[config.mk]
export PLATFORM = sky130hd
export DESIGN_NAME = scsi_io_arbiter
export DESIGN_NICKNAME = d
export VERILOG_FILES = /design/src/rtl/scsi_io_arbiter_pkg.sv /design/src/rtl/scsi_rr_pick.sv /design/src/rtl/scsi_io_arbiter.sv
export SDC_FILE = /design/constraint.sdc
export NUM_CORES = 1
export LEC_CHECK = 0
export BUFFER_PORTS_ARGS = -buffer_cell sky130_fd_sc_hd__buf_2
export CAP_MARGIN = 5
export CORE_MARGIN = 8
export CORE_UTILIZATION = 37
export CTS_CLUSTER_DIAMETER = 80
export CTS_CLUSTER_SIZE = 10
export DETAILED_ROUTE_END_ITERATION = 8
export HOLD_SLACK_MARGIN = 0.15
export SYNTH_ARGS = -nofsm -noshare
export SYNTH_HDL_FRONTEND = slang
export SYNTH_SLANG_ARGS = --single-unit
[constraint.sdc]
create_clock -name clk -period 4 [get_ports clk]
set_input_delay 0 -clock clk [delete_from_list [all_inputs] [get_ports clk]]
set_output_delay 0 -clock clk [all_outputs]
set_load 0.01 [all_outputs]
[src/rtl/scsi_io_arbiter_pkg.sv]
// Shared types and helpers for the scsi io-port arbiter.
package scsi_io_arbiter_pkg;

    typedef enum logic [1:0] {
        ST_IDLE  = 2'd0,
        ST_ISSUE = 2'd1,
        ST_BUSY  = 2'd2,
        ST_DONE  = 2'd3
    } state_t;

    localparam logic DIR_RD = 1'b0;
    localparam logic DIR_WR = 1'b1;

    // Next target index after idx, wrapping at n.
    function automatic logic [2:0] wrap_inc(input logic [2:0] idx, input int n);
        return (int'(idx) >= n - 1) ? 3'd0 : idx + 3'd1;
    endfunction

endpackage

[src/rtl/scsi_rr_pick.sv]
// Combinational round-robin priority encoder: first set req bit at or after ptr, wrapping.
module scsi_rr_pick #(
    parameter int N_TGT = 2
) (
    input  logic [N_TGT-1:0] req,
    input  logic [2:0]       ptr,
    output logic             valid,
    output logic [2:0]       idx
);

    logic [2*N_TGT-1:0] dbl;
    logic [2*N_TGT-1:0] rot;

    assign dbl = {req, req};
    assign rot = dbl >> ptr;

    always_comb begin
        logic [3:0] pos;
        valid = 1'b0;
        idx   = 3'd0;
        pos   = 4'd0;
        for (int k = 0; k < N_TGT; k++) begin
            pos = {1'b0, ptr} + 4'(k);
            if (pos >= 4'(N_TGT)) pos = pos - 4'(N_TGT);
            if (!valid && rot[k]) begin
                valid = 1'b1;
                idx   = pos[2:0];
            end
        end
    end

endmodule

[src/rtl/scsi_io_arbiter.sv]
// Shares one io-controller sector port between N_TGT scsi targets, round-robin,
// routing ack and sector-buffer traffic to the granted target only.
module scsi_io_arbiter
    import scsi_io_arbiter_pkg::*;
#(
    parameter int N_TGT   = 2,
    parameter int TIMEOUT = 4096
) (
    input  logic                clk,
    input  logic                rst,
    input  logic [N_TGT-1:0]    tgt_rd,
    input  logic [N_TGT-1:0]    tgt_wr,
    input  logic [32*N_TGT-1:0] tgt_lba,
    output logic [N_TGT-1:0]    tgt_ack,
    input  logic [8*N_TGT-1:0]  tgt_buff_din,
    output logic [N_TGT-1:0]    tgt_buff_wr,
    output logic [31:0]         io_lba,
    output logic                io_rd,
    output logic                io_wr,
    input  logic                io_ack,
    output logic [2:0]          io_sel,
    input  logic                sd_buff_wr,
    output logic [7:0]          sd_buff_din,
    output logic                timeout_err
);

    localparam int CW = (TIMEOUT > 0) ? $clog2(TIMEOUT + 1) : 1;
    localparam logic [CW-1:0] CNT_LAST = CW'((TIMEOUT > 0) ? TIMEOUT - 1 : 0);

    state_t        state, state_n;
    logic [2:0]    gnt, gnt_n;
    logic [2:0]    ptr, ptr_n;
    logic [CW-1:0] cnt, cnt_n;
    logic          rd_n, wr_n, terr_n;
    logic [31:0]   lba_n;

    logic          pick_valid;
    logic [2:0]    pick_idx;
    logic          pick_rd;
    logic          pick_dir;
    logic [31:0]   pick_lba;
    logic          route_on;

    scsi_rr_pick #(.N_TGT(N_TGT)) u_pick (
        .req   (tgt_rd | tgt_wr),
        .ptr   (ptr),
        .valid (pick_valid),
        .idx   (pick_idx)
    );

    always_comb begin
        pick_rd  = 1'b0;
        pick_lba = '0;
        for (int k = 0; k < N_TGT; k++) begin
            if (pick_idx == 3'(k)) begin
                pick_rd  = tgt_rd[k];
                pick_lba = tgt_lba[32*k +: 32];
            end
        end
        pick_dir = pick_rd ? DIR_RD : DIR_WR;
    end

    always_ff @(posedge clk) begin
        if (rst) begin
            state       <= ST_IDLE;
            gnt         <= 3'd0;
            ptr         <= 3'd0;
            cnt         <= '0;
            io_rd       <= 1'b0;
            io_wr       <= 1'b0;
            io_lba      <= 32'd0;
            timeout_err <= 1'b0;
        end else begin
            state       <= state_n;
            gnt         <= gnt_n;
            ptr         <= ptr_n;
            cnt         <= cnt_n;
            io_rd       <= rd_n;
            io_wr       <= wr_n;
            io_lba      <= lba_n;
            timeout_err <= terr_n;
        end
    end

    always_comb begin
        state_n = state;
        gnt_n   = gnt;
        ptr_n   = ptr;
        cnt_n   = cnt;
        rd_n    = io_rd;
        wr_n    = io_wr;
        lba_n   = io_lba;
        terr_n  = 1'b0;
        case (state)
            // A stale io_ack from an abandoned transfer must drain before a new grant.
            ST_IDLE: begin
                if (!io_ack && pick_valid) begin
                    gnt_n   = pick_idx;
                    lba_n   = pick_lba;
                    rd_n    = (pick_dir == DIR_RD);
                    wr_n    = (pick_dir == DIR_WR);
                    cnt_n   = '0;
                    state_n = ST_ISSUE;
                end
            end
            ST_ISSUE: begin
                if (io_ack) begin
                    rd_n    = 1'b0;
                    wr_n    = 1'b0;
                    state_n = ST_BUSY;
                end else if (TIMEOUT > 0 && cnt == CNT_LAST) begin
                    rd_n    = 1'b0;
                    wr_n    = 1'b0;
                    terr_n  = 1'b1;
                    ptr_n   = wrap_inc(gnt, N_TGT);
                    state_n = ST_IDLE;
                end else begin
                    cnt_n = cnt + 1'b1;
                end
            end
            ST_BUSY: begin
                if (!io_ack) state_n = ST_DONE;
            end
            ST_DONE: begin
                ptr_n   = wrap_inc(gnt, N_TGT);
                state_n = ST_IDLE;
            end
            default: state_n = ST_IDLE;
        endcase
    end

    assign io_sel   = gnt;
    assign route_on = (state == ST_ISSUE) || (state == ST_BUSY);

    always_comb begin
        tgt_ack     = '0;
        tgt_buff_wr = '0;
        sd_buff_din = 8'd0;
        for (int k = 0; k < N_TGT; k++) begin
            if (route_on && gnt == 3'(k)) begin
                tgt_ack[k]     = io_ack;
                tgt_buff_wr[k] = sd_buff_wr;
                sd_buff_din    = tgt_buff_din[8*k +: 8];
            end
        end
    end

endmodule

==> results.json <==
{
  "status": "finished clean",
  "grt_pass1_vias": 3889,
  "path_delay_family": "buffers and inverters",
  "die_area_um2": 12900,
  "crit_path_max_fanout": 65,
  "r2r_start": "ptr[0]",
  "fp.dieW_um": 113,
  "nNetsFinal": 674,
  "reg2reg_slack_ns": 0.58,
  "grt_usage_pct": 16.5,
  "max_stage_delay_ns": 0.67,
  "io_pins": 138,
  "ys_seq_area_share_pct": 31.9,
  "grt_max_degree": 66,
  "worstPathArrival_ns": 3.69,
  "placed_area_um2": 4210,
  "tightest_slew_ns": 1.10,
  "antenna_found_initial": 1,
  "synth_cell_types": 50,
  "synth_top_cell_by_area": "dfxtp_1",
  "syn_avg_cell_area_um2": 9.07,
  "core_area_um2": 9240,
  "antennaDiodeCount": 0,
  "hold_viol": 0,
  "crit_buf_inv": 3,
  "ys_ff_latch": 56,
  "crit_start": "ptr[0]",
  "slew_headroom_pct": 25.9,
  "hold_class": "in -> reg",
  "ant_nets": 0,
  "rsz0062_at_grt": "false",
  "synth_area_leaders": "dfxtp_1, a311oi_2, nand3_2",
  "path_depth": 9,
  "fin_crit_ns": 3.42,
  "synth_top_area_share_pct": 31.9,
  "syn_nets": 489,
  "cp-end-kind": "flop",
  "endpoint": "io_lba[4]",
  "reg2reg_depth": 9,
  "async_flop_share_pct": 0,
  "post-place-cells": 627,
  "first_pass_iters": 5,
  "drtIter0Drc": 200,
  "grt_pass1_wl_um": 17900,
  "final_cell_mix": "buf_2, dlygate4sd3_1, dfxtp_1",
  "yosys_warnings": 0,
  "htree_levels": 2,
  "postLayoutCellArea_um2": 4980,
  "critPathSlowestCell": "buf_4",
  "path_class": "reg -> reg",
  "crit_path_start_kind": "flop",
  "irDropWorstVdd_mv": 0.180,
  "dpl.hpwl_um": 7420,
  "cap_viol_max_count": 0,
  "avgRoutedWirePerCell_um": 15.2,
  "cts.clk_slew.worst_paths_ns": 0.12,
  "cts-buffers-inserted": 5,
  "cts_resized": 0,
  "layout-drive-gt1-share_pct": 38.7,
  "finalNonFillerCells": 702,
  "r2r-end": "io_lba[4]",
  "totalPowerFinal_mw": 1.51,
  "path_cells": "inv_1, ha_1, and3b_1, o211a_1, nor4_4, buf_4, nand3_1, a311oi_2, dlygate4sd3_1",
  "drc": 0,
  "io_buffer_count": 137,
  "setup_violations": 0,
  "cts.sinks": 56,
  "netlist_area_um2": 3510,
  "drv_slew": 0,
  "via_per_inst": 5.22,
  "tns_ns": 0,
  "fp.dieH_um": 113,
  "gp_congestion": 0.828,
  "cts_root_buf": "clkbuf_8",
  "cts_tree": "yes",
  "fmax_mhz": 293,
  "clock_path_buffers": 2,
  "dominantRegCellSynth": "dfxtp_1",
  "fin_util_pct": 53.9,
  "worstPathRequired_ns": 4.27,
  "num_vias": 3664,
  "syn_inst": 387,
  "p_leak_nw": 2.19,
  "final_common_cell": "buf_2",
  "wirelength_um": 10700,
  "p_per_area_nw_per_um2": 303,
  "insertion_delay_ns": 0.32,
  "finalCritPeriodShare_pct": 85.5,
  "start_util_pct": 38.0,
  "area_delta_synth_final_pct": 41.9,
  "worst_clock_skew_ns": 0.00902,
  "synth_edf_count": 0,
  "std_cell_rows": 35,
  "grt.overflow.total": 0
}
-- worst register-to-register path, cell delays in order, from the launching register on --
cell	delay, ns
dfxtp_1	0.55
inv_1	0.08
ha_1	0.33
and3b_1	0.19
o211a_1	0.26
nor4_4	0.20
buf_4	0.67
nand3_1	0.23
a311oi_2	0.29
dlygate4sd3_1	0.58
-- what timing repair did --
item / in CTS / in global routing
hold buffers: 67 / 0
hold endpoints to repair: 36 / 0
buffers inserted: 0 / 0
-- registers in the layout, indices dropped and copies added (netlist names), named ones only --
signal,flops
state,1
io_wr,1
io_rd,1
ptr,3
io_sel,3
timeout_err,1
io_lba,32
cnt,13
-- layer usage --
| layer | vias to the layer above | wire length, µm | GRT usage (%) |
|---|---|---|---|
| li1 | 1798 | - | - |
| met1 | 1726 | 4640 | 19.6 |
| met2 | 117 | 5160 | 28.1 |
| met3 | 21 | 615 | 4.49 |
| met4 | 2 | 235 | 5.15 |
| met5 | - | 13 | 0 |
-- final cells by class --
class	instances	area, µm²
clock buffer	5	68.8
clock inverter	3	25.0
fill	833	4260
inverter	10	37.5
multi-input combinational	289	2160
sequential	56	1120
tap	129	161
timing repair buffer	210	1400
-- power breakdown --
part	leakage, nW	switching, mW	internal (mW)	total [mW]
combinational	1.68	0.279	0.255	0.534
sequential	0.459	0.0330	0.608	0.641
clock	0.0452	0.206	0.128	0.334
-- synthesized netlist by cell type, drive strengths merged, types with 2 or more instances --
master	number
or3	9
a21o	4
nand2b	2
nand4	3
nand3	70
nand2	22
a22o	8
and3b	2
o21ai	7
buf	17
xnor2	2
or2	3
inv	10
a21oi	21
clkbuf	15
nand3b	3
dfxtp	56
nor4	3
a311oi	32
ha	14
and2	2
nor2	48
a211o	3
and4b	2
a211oi	7
nor3	7
-- how the worst min path moves through the flow --
stage,from,to,depth (start not counted)
after floorplan,io_ack,tgt_ack[1],1
after global placement,tgt_lba[31],io_lba[31],3
after detailed placement,tgt_lba[31],io_lba[31],3
after CTS,rst,flop,2
after global routing,rst,flop,2
final,rst,flop,2
-- through the flow --
step           hold WS [ns]  setup WS (ns)
6_report              0.182          0.582
5_1_grt               0.212          0.324
4_1_cts               0.185          0.566
3_5_place_dp          0.292           1.12
3_3_place_gp          0.286           1.24
2_1_floorplan         0.144           1.77
-- cells by family after synthesis --
kind of cell	Yosys count	synth area share, %
AND/OR/NAND/NOR	181	30.0
AO/OA/AOI/OAI	90	25.0
flip-flops	56	31.9
buffers and inverters	42	7.02
adder cells (fa/ha/maj)	14	4.99
XOR/XNOR	2	0.499
multiplexers	2	0.606
(Power assumes the default switching activity.)
